$ cat src/rtl/minsoc_rst_seq.sv
// rtl/minsoc_rst_seq.sv - SoC reset sequencer: lock stretch, button debounce, reset cause
// Optional watchdog reset enabled by defining RST_SEQ_WDT_EN.
module minsoc_rst_seq #(
    parameter int unsigned STRETCH_CYCLES  = 16,
    parameter int unsigned DEBOUNCE_CYCLES = 4,
    parameter int unsigned CNT_W           = 8
`ifdef RST_SEQ_WDT_EN
    ,
    parameter int unsigned WDT_CYCLES      = 65535,
    parameter int unsigned WDT_W           = 16
`endif
) (
    input  logic       clk_i,
    input  logic       rst_n_i,
    input  logic       dcm_locked_i,
    input  logic       ext_rst_i,
`ifdef RST_SEQ_WDT_EN
    input  logic       wdt_kick_i,
`endif
    output logic       rst_o,
    output logic       rst_n_o,
    output logic       ready_o,
    output logic [1:0] rst_cause_o
);

    typedef enum logic [1:0] {
        ST_ASSERT    = 2'd0,
        ST_WAIT_LOCK = 2'd1,
        ST_STRETCH   = 2'd2,
        ST_RUN       = 2'd3
    } state_t;

    localparam logic [1:0] CAUSE_POR  = 2'b00;
    localparam logic [1:0] CAUSE_LOCK = 2'b01;
    localparam logic [1:0] CAUSE_BTN  = 2'b10;
`ifdef RST_SEQ_WDT_EN
    localparam logic [1:0] CAUSE_WDT  = 2'b11;
    localparam logic [WDT_W-1:0] WDT_LAST = WDT_W'(WDT_CYCLES - 1);
`endif

    // Debounce counter carries one extra bit so DEBOUNCE_CYCLES may equal 2^CNT_W.
    localparam logic [CNT_W:0]   DEB_MAX      = (CNT_W + 1)'(DEBOUNCE_CYCLES);
    localparam logic [CNT_W-1:0] STRETCH_LAST = CNT_W'(STRETCH_CYCLES - 1);

    logic             lock_meta;
    logic             lock_s;
    logic             btn_meta;
    logic             btn_s;
    logic [CNT_W:0]   btn_cnt_q;
    logic             btn_req;

    state_t           state_q;
    state_t           state_d;
    logic [CNT_W-1:0] stretch_q;
    logic [CNT_W-1:0] stretch_d;
    logic [1:0]       cause_q;
    logic [1:0]       cause_d;
    logic             rst_q;
`ifdef RST_SEQ_WDT_EN
    logic [WDT_W-1:0] wdt_q;
    logic [WDT_W-1:0] wdt_d;
`endif

    assign btn_req = (btn_cnt_q == DEB_MAX);

    always_comb begin
        state_d   = state_q;
        stretch_d = '0;
        cause_d   = cause_q;
`ifdef RST_SEQ_WDT_EN
        wdt_d     = '0;
`endif
        case (state_q)
            ST_ASSERT: begin
                if (!btn_req) begin
                    state_d = ST_WAIT_LOCK;
                end
            end
            ST_WAIT_LOCK: begin
                if (lock_s && !btn_req) begin
                    state_d = ST_STRETCH;
                end
            end
            ST_STRETCH: begin
                // Any abort leaves stretch_d at its cleared default.
                if (btn_req) begin
                    state_d = ST_ASSERT;
                end else if (!lock_s) begin
                    state_d = ST_WAIT_LOCK;
                end else if (stretch_q == STRETCH_LAST) begin
                    state_d = ST_RUN;
                end else begin
                    stretch_d = stretch_q + 1'b1;
                end
            end
            ST_RUN: begin
                if (btn_req) begin
                    state_d = ST_ASSERT;
                    cause_d = CAUSE_BTN;
                end else if (!lock_s) begin
                    state_d = ST_ASSERT;
                    cause_d = CAUSE_LOCK;
`ifdef RST_SEQ_WDT_EN
                end else if (wdt_kick_i) begin
                    wdt_d = '0;
                end else if (wdt_q == WDT_LAST) begin
                    state_d = ST_ASSERT;
                    cause_d = CAUSE_WDT;
                end else begin
                    wdt_d = wdt_q + 1'b1;
`endif
                end
            end
            default: begin
                state_d = ST_ASSERT;
            end
        endcase
    end

    always_ff @(posedge clk_i or negedge rst_n_i) begin
        if (!rst_n_i) begin
            lock_meta <= 1'b0;
            lock_s    <= 1'b0;
            btn_meta  <= 1'b0;
            btn_s     <= 1'b0;
            btn_cnt_q <= '0;
            state_q   <= ST_ASSERT;
            stretch_q <= '0;
            cause_q   <= CAUSE_POR;
            rst_q     <= 1'b1;
`ifdef RST_SEQ_WDT_EN
            wdt_q     <= '0;
`endif
        end else begin
            lock_meta <= dcm_locked_i;
            lock_s    <= lock_meta;
            btn_meta  <= ext_rst_i;
            btn_s     <= btn_meta;
            if (!btn_s) begin
                btn_cnt_q <= '0;
            end else if (btn_cnt_q != DEB_MAX) begin
                btn_cnt_q <= btn_cnt_q + 1'b1;
            end
            state_q   <= state_d;
            stretch_q <= stretch_d;
            cause_q   <= cause_d;
            // Registered from next state so reset moves on the same edge as the FSM.
            rst_q     <= (state_d != ST_RUN);
`ifdef RST_SEQ_WDT_EN
            wdt_q     <= wdt_d;
`endif
        end
    end

    assign rst_o       = rst_q;
    assign rst_n_o     = ~rst_q;
    assign ready_o     = ~rst_q;
    assign rst_cause_o = cause_q;

endmodule

$ cat config.mk
export PLATFORM = sky130hd
export DESIGN_NAME = minsoc_rst_seq
export DESIGN_NICKNAME = d
export VERILOG_FILES = /design/src/rtl/minsoc_rst_seq.sv
export SDC_FILE = /design/constraint.sdc
export NUM_CORES = 1
export LEC_CHECK = 0
export ABC_AREA = 1
export BUFFER_PORTS_ARGS = -buffer_cell sky130_fd_sc_hd__buf_4
export CELL_PAD_IN_SITES_DETAIL_PLACEMENT = 0
export CELL_PAD_IN_SITES_GLOBAL_PLACEMENT = 2
export CORE_MARGIN = 4
export CORE_UTILIZATION = 35
export DETAILED_ROUTE_END_ITERATION = 16
export PLACE_DENSITY = 0.79
export SLEW_MARGIN = 20
export SYNTH_ARGS = -nofsm -noshare
export SYNTH_HDL_FRONTEND = slang
export SYNTH_SLANG_ARGS = --single-unit
$ cat constraint.sdc
create_clock -name clk_i -period 1.47 [get_ports clk_i]
set_input_delay 0.441 -clock clk_i [delete_from_list [all_inputs] [get_ports clk_i]]
set_output_delay 0.441 -clock clk_i [all_outputs]
set_load 0.05 [all_outputs]
Word-level counts from Yosys, hierarchy flattened
Index checks and enable logic that the tools add are counted.
{"block": "op_classes", "n_addsub": 2, "n_eq_ne": 9, "mux": 16, "bitwise_logic": 1, "n_reduce_logical": 4}
{"cell": "$mux W8", "count": 4}
{"cell": "$mux W2", "count": 9}
{"cell": "$mux W9", "count": 2}
{"cell": "$add A9 B1 Y9 const B", "count": 1}
{"cell": "$eq A9 B3 Y1 const B", "count": 1}
{"cell": "$ne A9 B3 Y1 const B", "count": 1}
{"cell": "$add A8 B1 Y8 const B", "count": 1}
{"cell": "$eq A8 B4 Y1 const B", "count": 1}
{"cell": "$pmux W2 S4", "count": 1}
{"cell": "$eq A2 B2 Y1 const B", "count": 2}
{"cell": "$ne A2 B1 Y1 const B", "count": 2}
{"cell": "$eq A2 B1 Y1 const B", "count": 1}
{"cell": "$logic_not A2 Y1", "count": 1}
{"cell": "$ne A2 B2 Y1 const B", "count": 1}
{"cell": "$reduce_and A2 Y1", "count": 1}
{"cell": "$logic_and A1 B1 Y1", "count": 1}
{"cell": "$logic_not A1 Y1", "count": 1}
{"cell": "$not A1 Y1", "count": 1}
{"block": "totals", "ff_bits": 26, "in_bits": 4, "out_inout_bits": 5, "word_cells": 41}

Logic depth before layout (Yosys ltp)
Gate-level depths: netlist (run 1).
{"block": "logic_depth", "depth_word": 6, "depth_mapped": 9}

Least setup slack after synthesis (run 1)
OpenSTA, ideal clock, no wires.
{"block": "synth_timing", "path_type": "register to output", "start": "register rst_q, in the netlist rst_o", "end": "output rst_n_o", "arrival_ns": 1.226, "required_ns": 1.029, "setup_slack_ns": -0.197, "stages_incl_launch_ff": 3, "cell_sequence": "dfstp_2 inv_1 buf_4"}
{"block": "synth_via", "elab_chain_len": 1}
{"item": "start, declared", "line": "58", "text": "logic rst_q;"}
{"item": "start signal, assigned", "line": "148", "text": "rst_q <= (state_d != ST_RUN);"}
{"item": "$not A1 Y1"}
{"item": "end, declared", "line": "21", "text": "output logic rst_n_o,"}
Every way passes these cells.

Final worst setup path (run 1)
{"block": "layout_timing", "start": "register rst_q, in the netlist rst_o", "end": "output rst_o"}
{"item": "end, declared", "line": "20", "text": "output logic rst_o,"}
No word-level cell between the ends.

==> flow_summary.ini, run 1 <==
[placement]
portBuffers = 8
place_hpwl_um = 1800
routabilityCongestion = 0.749
pre_cts_ws_ns = 0.0117
placed_area_sq_um = 1430

[critical_path]
critPathLaunchType = register
r2r_slack_ns = 0.10
r2r_end = stretch_q[3]$_DFF_PN0_
slowest_delay_ns = 0.54
reg2reg_from = btn_cnt_q[1]$_DFFE_PN0P_
endpoint_kind = output port
path_class = reg2out
cp_top_family = flip-flops
r2r_cells = 9
worst-endpoint-arrival_ns = 1.00
path_cells = buf_4
crit_slowest_cell = dfstp_2
critPathBufInv = 1
required_ns = 1.03
cp_max_fo = 2
startpoint = rst_o$_DFF_PN1_

[yosys]
syn_area_sq_um = 1320
synth.area.mux_share = 0
syn_area_per_cell_sq_um = 8.42
synthTopCellsByArea = dfrtp_1 (47%), nand2_1 (9.1%), nor2_1 (7.7%)
syn_nets = 164
synth.top_cell.area_share = 0.473
seq_area_frac_synth = 0.493
synthAdderAreaFrac = 0.0284
synth-compound-area-share = 0.0540
syn_inst = 157
synth_top_family_by_area = simple AND/OR/NAND/NOR gates
ys_ff_latch = 26
ys_types = 24
yosysTopAreaCell = dfrtp_1
synth_warnings = 0
synth-simple-area-share = 0.323
synth-xor-area-share = 0.0331

[route]
top_layer_used = met4
wl_met2_um = 1260
firstDrtPassIters = 4
post_drt_wl_per_cell_um = 11.3
routed-via-count = 997
routed_wl_um = 2460
drc_errors = 0
drt_iter0_markers = 60
wl_met3_um = 85
wl_met1_um = 1080
ant_nets = 0
via_per_inst = 4.55

[pwr]
power.density_nw_per_um2 = 1290
p_leak_nw = 0.753
vdd_drop_max_uv = 701

[sta]
fin_ws_ns = 0.0323
holdWs_ns = 0.0603
finalSetupViolCount = 0
maxSlewViolCount = 0
fin_tns_setup_ns = 0
clock_skew_ns = 0.0100
fmax_mhz = 696
hold_viol_final = 0
worstMarginPinSlew_ns = 0.331
period_share = 0.978
min_period_ns = 1.44
rsz0062_at_grt = true
relSlewSlack = 0.779

[clocking]
cts_buffers = 3
clk_pin_slew_ns = 0.09
clk_path_buf_depth = 2
clock_latency_ns = 0.27
tritoncts = yes
cts_root_buf = clkbuf_8
hold_buffers = 0
clock_sinks = 26
cts-htree-levels = 1

[global_routing]
overflow = 0
grt_pass1_vias = 941
grt_first_pass_wirelength_um = 4190
antenna_found_initial = 0
grt_usage = 0.107
grt_max_degree = 27

[final_layout]
fin_area_sq_um = 1570
fill_cells = 368
layout_common_cells = nand2_1 (31), dfrtp_1 (25), nor2_1 (24)
n_antenna_cell = 0
final_core_util = 0.428
drive_above_1_share = 0.263
fin_nets = 179
syn2layout_area_growth_pct = 18.6
final_common_cell = nand2_1

[floorplan]
start_util = 0.361
die_h_um = 69.4
die_w_um = 69.4
rows = 22
die_area_sq_um = 4820
ios = 9
coreArea_sq_um = 3660

[flow_run]
maxCapViolations = 0

[hold_path]
hp-class = in2async

[run_status]
status = complete, no violations
-- cells by family after synthesis --
family | count (synthesis)
and+or+nand+nor | 90
DFF | 26
buffers and inverters | 21
AOI/OAI and AO/OA | 12
xor gates and xnor gates | 5
adders and majority gates | 3
-- cell usage after synthesis, drive strengths merged --
master and number:
a21oi 4, a31oi 1, buf 2, dfrtp 25, dfstp 1, ha 3, inv 19, nand2 38
nand3 12, nand4 2, nor2 34, nor3 4, o21ai 6, o21bai 1, xnor2 1, xor2 4
-- metal layers --
metal | up-vias | global-route usage
met5 | - | 0
met4 | 0 | 0.0347
met3 | 4 | 0.0304
met2 | 16 | 0.183
met1 | 460 | 0.130
li1 | 517 | -
-- power breakdown --
part	internal [mW]	switching, mW	total (mW)
sequential	0.793	0.0668	0.860
combinational	0.196	0.385	0.581
clock	0.364	0.223	0.587
-- cell type report --
class                   count  area, sq um  share of cell area
inverters                  19         71.3              0.0455
clock inverters             1         30.0              0.0192
repair buffers             12         97.6              0.0623
flip-flops and latches     26          652               0.416
clock buffers               3         41.3              0.0264
multi-input cells         110          614               0.392
well taps                  48         60.1              0.0383
-- through the flow --
step | std cells | total power, mW
after floorplan | 157 | 1.27
after global placement | 212 | 1.40
after detailed placement | 212 | 1.40
after CTS | 216 | 2.00
after global routing | 219 | 2.15
final | 219 | 2.03
-- worst max path at each step --
| stage | end | slack (ns) | depth (start not counted) |
|---|---|---|---|
| after detailed placement | stretch_q[5]$_DFF_PN0_ | 0.01 | 9 |
| after global routing | stretch_q[4]$_DFF_PN0_ | -0.008 | 9 |
| after floorplan | rst_n_o | -0.20 | 2 |
| after global placement | stretch_q[5]$_DFF_PN0_ | 0.06 | 9 |
| after CTS | rst_n_o | -0.01 | 2 |
| final | rst_o | 0.03 | 1 |
-- timing repair --
item / in CTS / in global routing
cloned: 0 / 0
pin swaps: 1 / 1
endpoints found under the setup margin: 8 / 13
gates resized for setup: 1 / 13
setup buffers: 0 / 3
-- flip-flops by register name, summed over array words and instances, names as in the netlist --
name and count:
btn_cnt_q 9, btn_s 1, rst_o 1, stretch_q 8, btn_meta 1, lock_meta 1
state_q 2, rst_cause_o 2, lock_s 1
Note: power is estimated with default switching activity, not from simulation.
==> run 2, diff against run 1 <==
--- a/config.mk
+++ b/config.mk
@@ -14,4 +14,5 @@
 export DETAILED_ROUTE_END_ITERATION = 16
 export PLACE_DENSITY = 0.79
+export REMOVE_ABC_BUFFERS = 1
 export SLEW_MARGIN = 20
 export SYNTH_ARGS = -nofsm -noshare
==> constraint.sdc (replaced) <==
create_clock -name clk_i -period 1.47 [get_ports clk_i]
set_input_delay 0.441 -clock clk_i [delete_from_list [all_inputs] [get_ports clk_i]]
set_output_delay 0.441 -clock clk_i [all_outputs]
set_load 0.01 [all_outputs]
==> run 2 against run 1 <==
Effect of this change:
- power is 15% lower
- cell count fell by 0.46%
- largest cell class unchanged
- utilization decreased by 1.6 points
- flip-flop and latch count stayed put
- sequential share of layout area up 1.6 points
- clock power decreased by 20%
- clock skew fell by 0.0073 ns
- wire length grew 1.7%
- non-clock buffer count decreased by 1
- count of clock-buffer cells in the layout increased by 1
==> flow_summary.ini, run 2 (synthesized netlist as in run 1, its figures left out) <==
[floorplan]
ios = 9
die_area_sq_um = 4820
rows = 22
die_w_um = 69.4
coreArea_sq_um = 3660
start_util = 0.361
die_h_um = 69.4

[global_routing]
grt_first_pass_wirelength_um = 4610
grt_usage = 0.117
grt_max_degree = 27
antenna_found_initial = 0
grt_pass1_vias = 1003
overflow = 0

[hold_path]
hp-class = in2async

[clocking]
clock_latency_ns = 0.27
clk_pin_slew_ns = 0.09
clock_sinks = 26
clk_path_buf_depth = 2
cts-htree-levels = 1
cts_root_buf = clkbuf_8
tritoncts = yes
cts_buffers = 3

[run_status]
status = complete, no violations

[critical_path]
r2r_slack_ns = 0.12
critPathLaunchType = register
endpoint_kind = output port
worst-endpoint-arrival_ns = 0.99
path_class = reg2out
required_ns = 1.03
cp_max_fo = 2

[sta]
period_share = 0.976
finalSetupViolCount = 0
worstMarginPinSlew_ns = 0.341
min_period_ns = 1.43
holdWs_ns = 0.0594
rsz0062_at_grt = true
fin_ws_ns = 0.0356
hold_viol_final = 0
fmax_mhz = 697
relSlewSlack = 0.773
clock_skew_ns = 0.00271
fin_tns_setup_ns = 0
maxSlewViolCount = 0

[route]
via_per_inst = 4.34
firstDrtPassIters = 5
routed-via-count = 947
drt_iter0_markers = 30
ant_nets = 0
drc_errors = 0
routed_wl_um = 2510
post_drt_wl_per_cell_um = 11.5

[pwr]
vdd_drop_max_uv = 628
pwr-share-comb = 0.232
clkPwrFrac = 0.273
power.density_nw_per_um2 = 1140
p_leak_nw = 0.739
p_sw_mw = 0.522
intPower_mw = 1.20
p_seq_frac = 0.495
p_total_mw = 1.73
power_switching_share = 0.303

[final_layout]
top_regs = btn_cnt_q x9, stretch_q x8
n_antenna_cell = 0
largest_register_ffs = 9
fin_nets = 178
layout_common_cells = nand2_1 (32), nor2_1 (27), dfrtp_1 (25)
top_register = btn_cnt_q
final_common_cell = nand2_1
drive_above_1_share = 0.212
fin_area_sq_um = 1510
syn2layout_area_growth_pct = 14.1

[placement]
routabilityCongestion = 0.780
placed_area_sq_um = 1440
pre_cts_ws_ns = 0.0567
place_hpwl_um = 1870
portBuffers = 8

[flow_run]
maxCapViolations = 0
-- run 2: worst paths after layout --
check,from,endpoint,cells after the start
max,rst_o$_DFF_PN1_,rst_n_o,2
min,rst_n_i,btn_cnt_q[5]$_DFFE_PN0P_,1
max reg2reg,btn_cnt_q[1]$_DFFE_PN0P_,btn_cnt_q[1]$_DFFE_PN0P_,9
min reg2reg,btn_meta$_DFF_PN0_,btn_s$_DFF_PN0_,0
max in group asynchronous,rst_n_i,rst_o$_DFF_PN1_,1
min in group clk_i,dcm_locked_i,lock_meta$_DFF_PN0_,1
-- run 2: power groups by stage --
stage / Clock (mW) / Combinational [mW] / Sequential (mW)
after global routing: 0.530 / 0.461 / 0.869
after CTS: 0.489 / 0.396 / 0.855
after global placement: 0 / 0.392 / 0.863
final: 0.471 / 0.401 / 0.854
after detailed placement: 0 / 0.397 / 0.866
after floorplan: 0 / 0.232 / 0.871
-- run 2: routing by layer --
| metal | vias up | GRT usage | share of wire |
|---|---|---|---|
| met2 | 8 | 0.179 | 0.44 |
| met4 | 0 | 0.0521 | 0.014 |
| li1 | 513 | - | - |
| met3 | 4 | 0.0203 | 0.024 |
| met1 | 422 | 0.161 | 0.52 |
| met5 | - | 0 | 0 |
-- run 2: area by class of cell --
class	count	area [sq um]
well taps	48	60.1
fillers	378	2150
clock buffers	4	55.1
repair buffers	11	82.6
flip-flops and latches	26	652
multi-input cells	110	587
inverters	19	71.3
-- run 2: metrics by stage --
stage	utilization	std cells
floorplan	-	155
global placement	0.393	213
detailed placement	0.393	213
CTS	0.408	217
global route	0.412	218
finish	0.412	218
-- run 2: repair_timing --
| action | in CTS | in global routing |
|---|---|---|
| hold buffers | 0 | 0 |
| setup buffers | 0 | 1 |
| gates resized for setup | 0 | 3 |
| endpoints found under the setup margin | 0 | 11 |
| endpoints found under the hold margin | 0 | 0 |
-- run 2: worst max-delay path, cell delays in order, from the launching register on --
cell     delay (ns)
dfstp_2        0.55
inv_2          0.04
buf_4          0.13
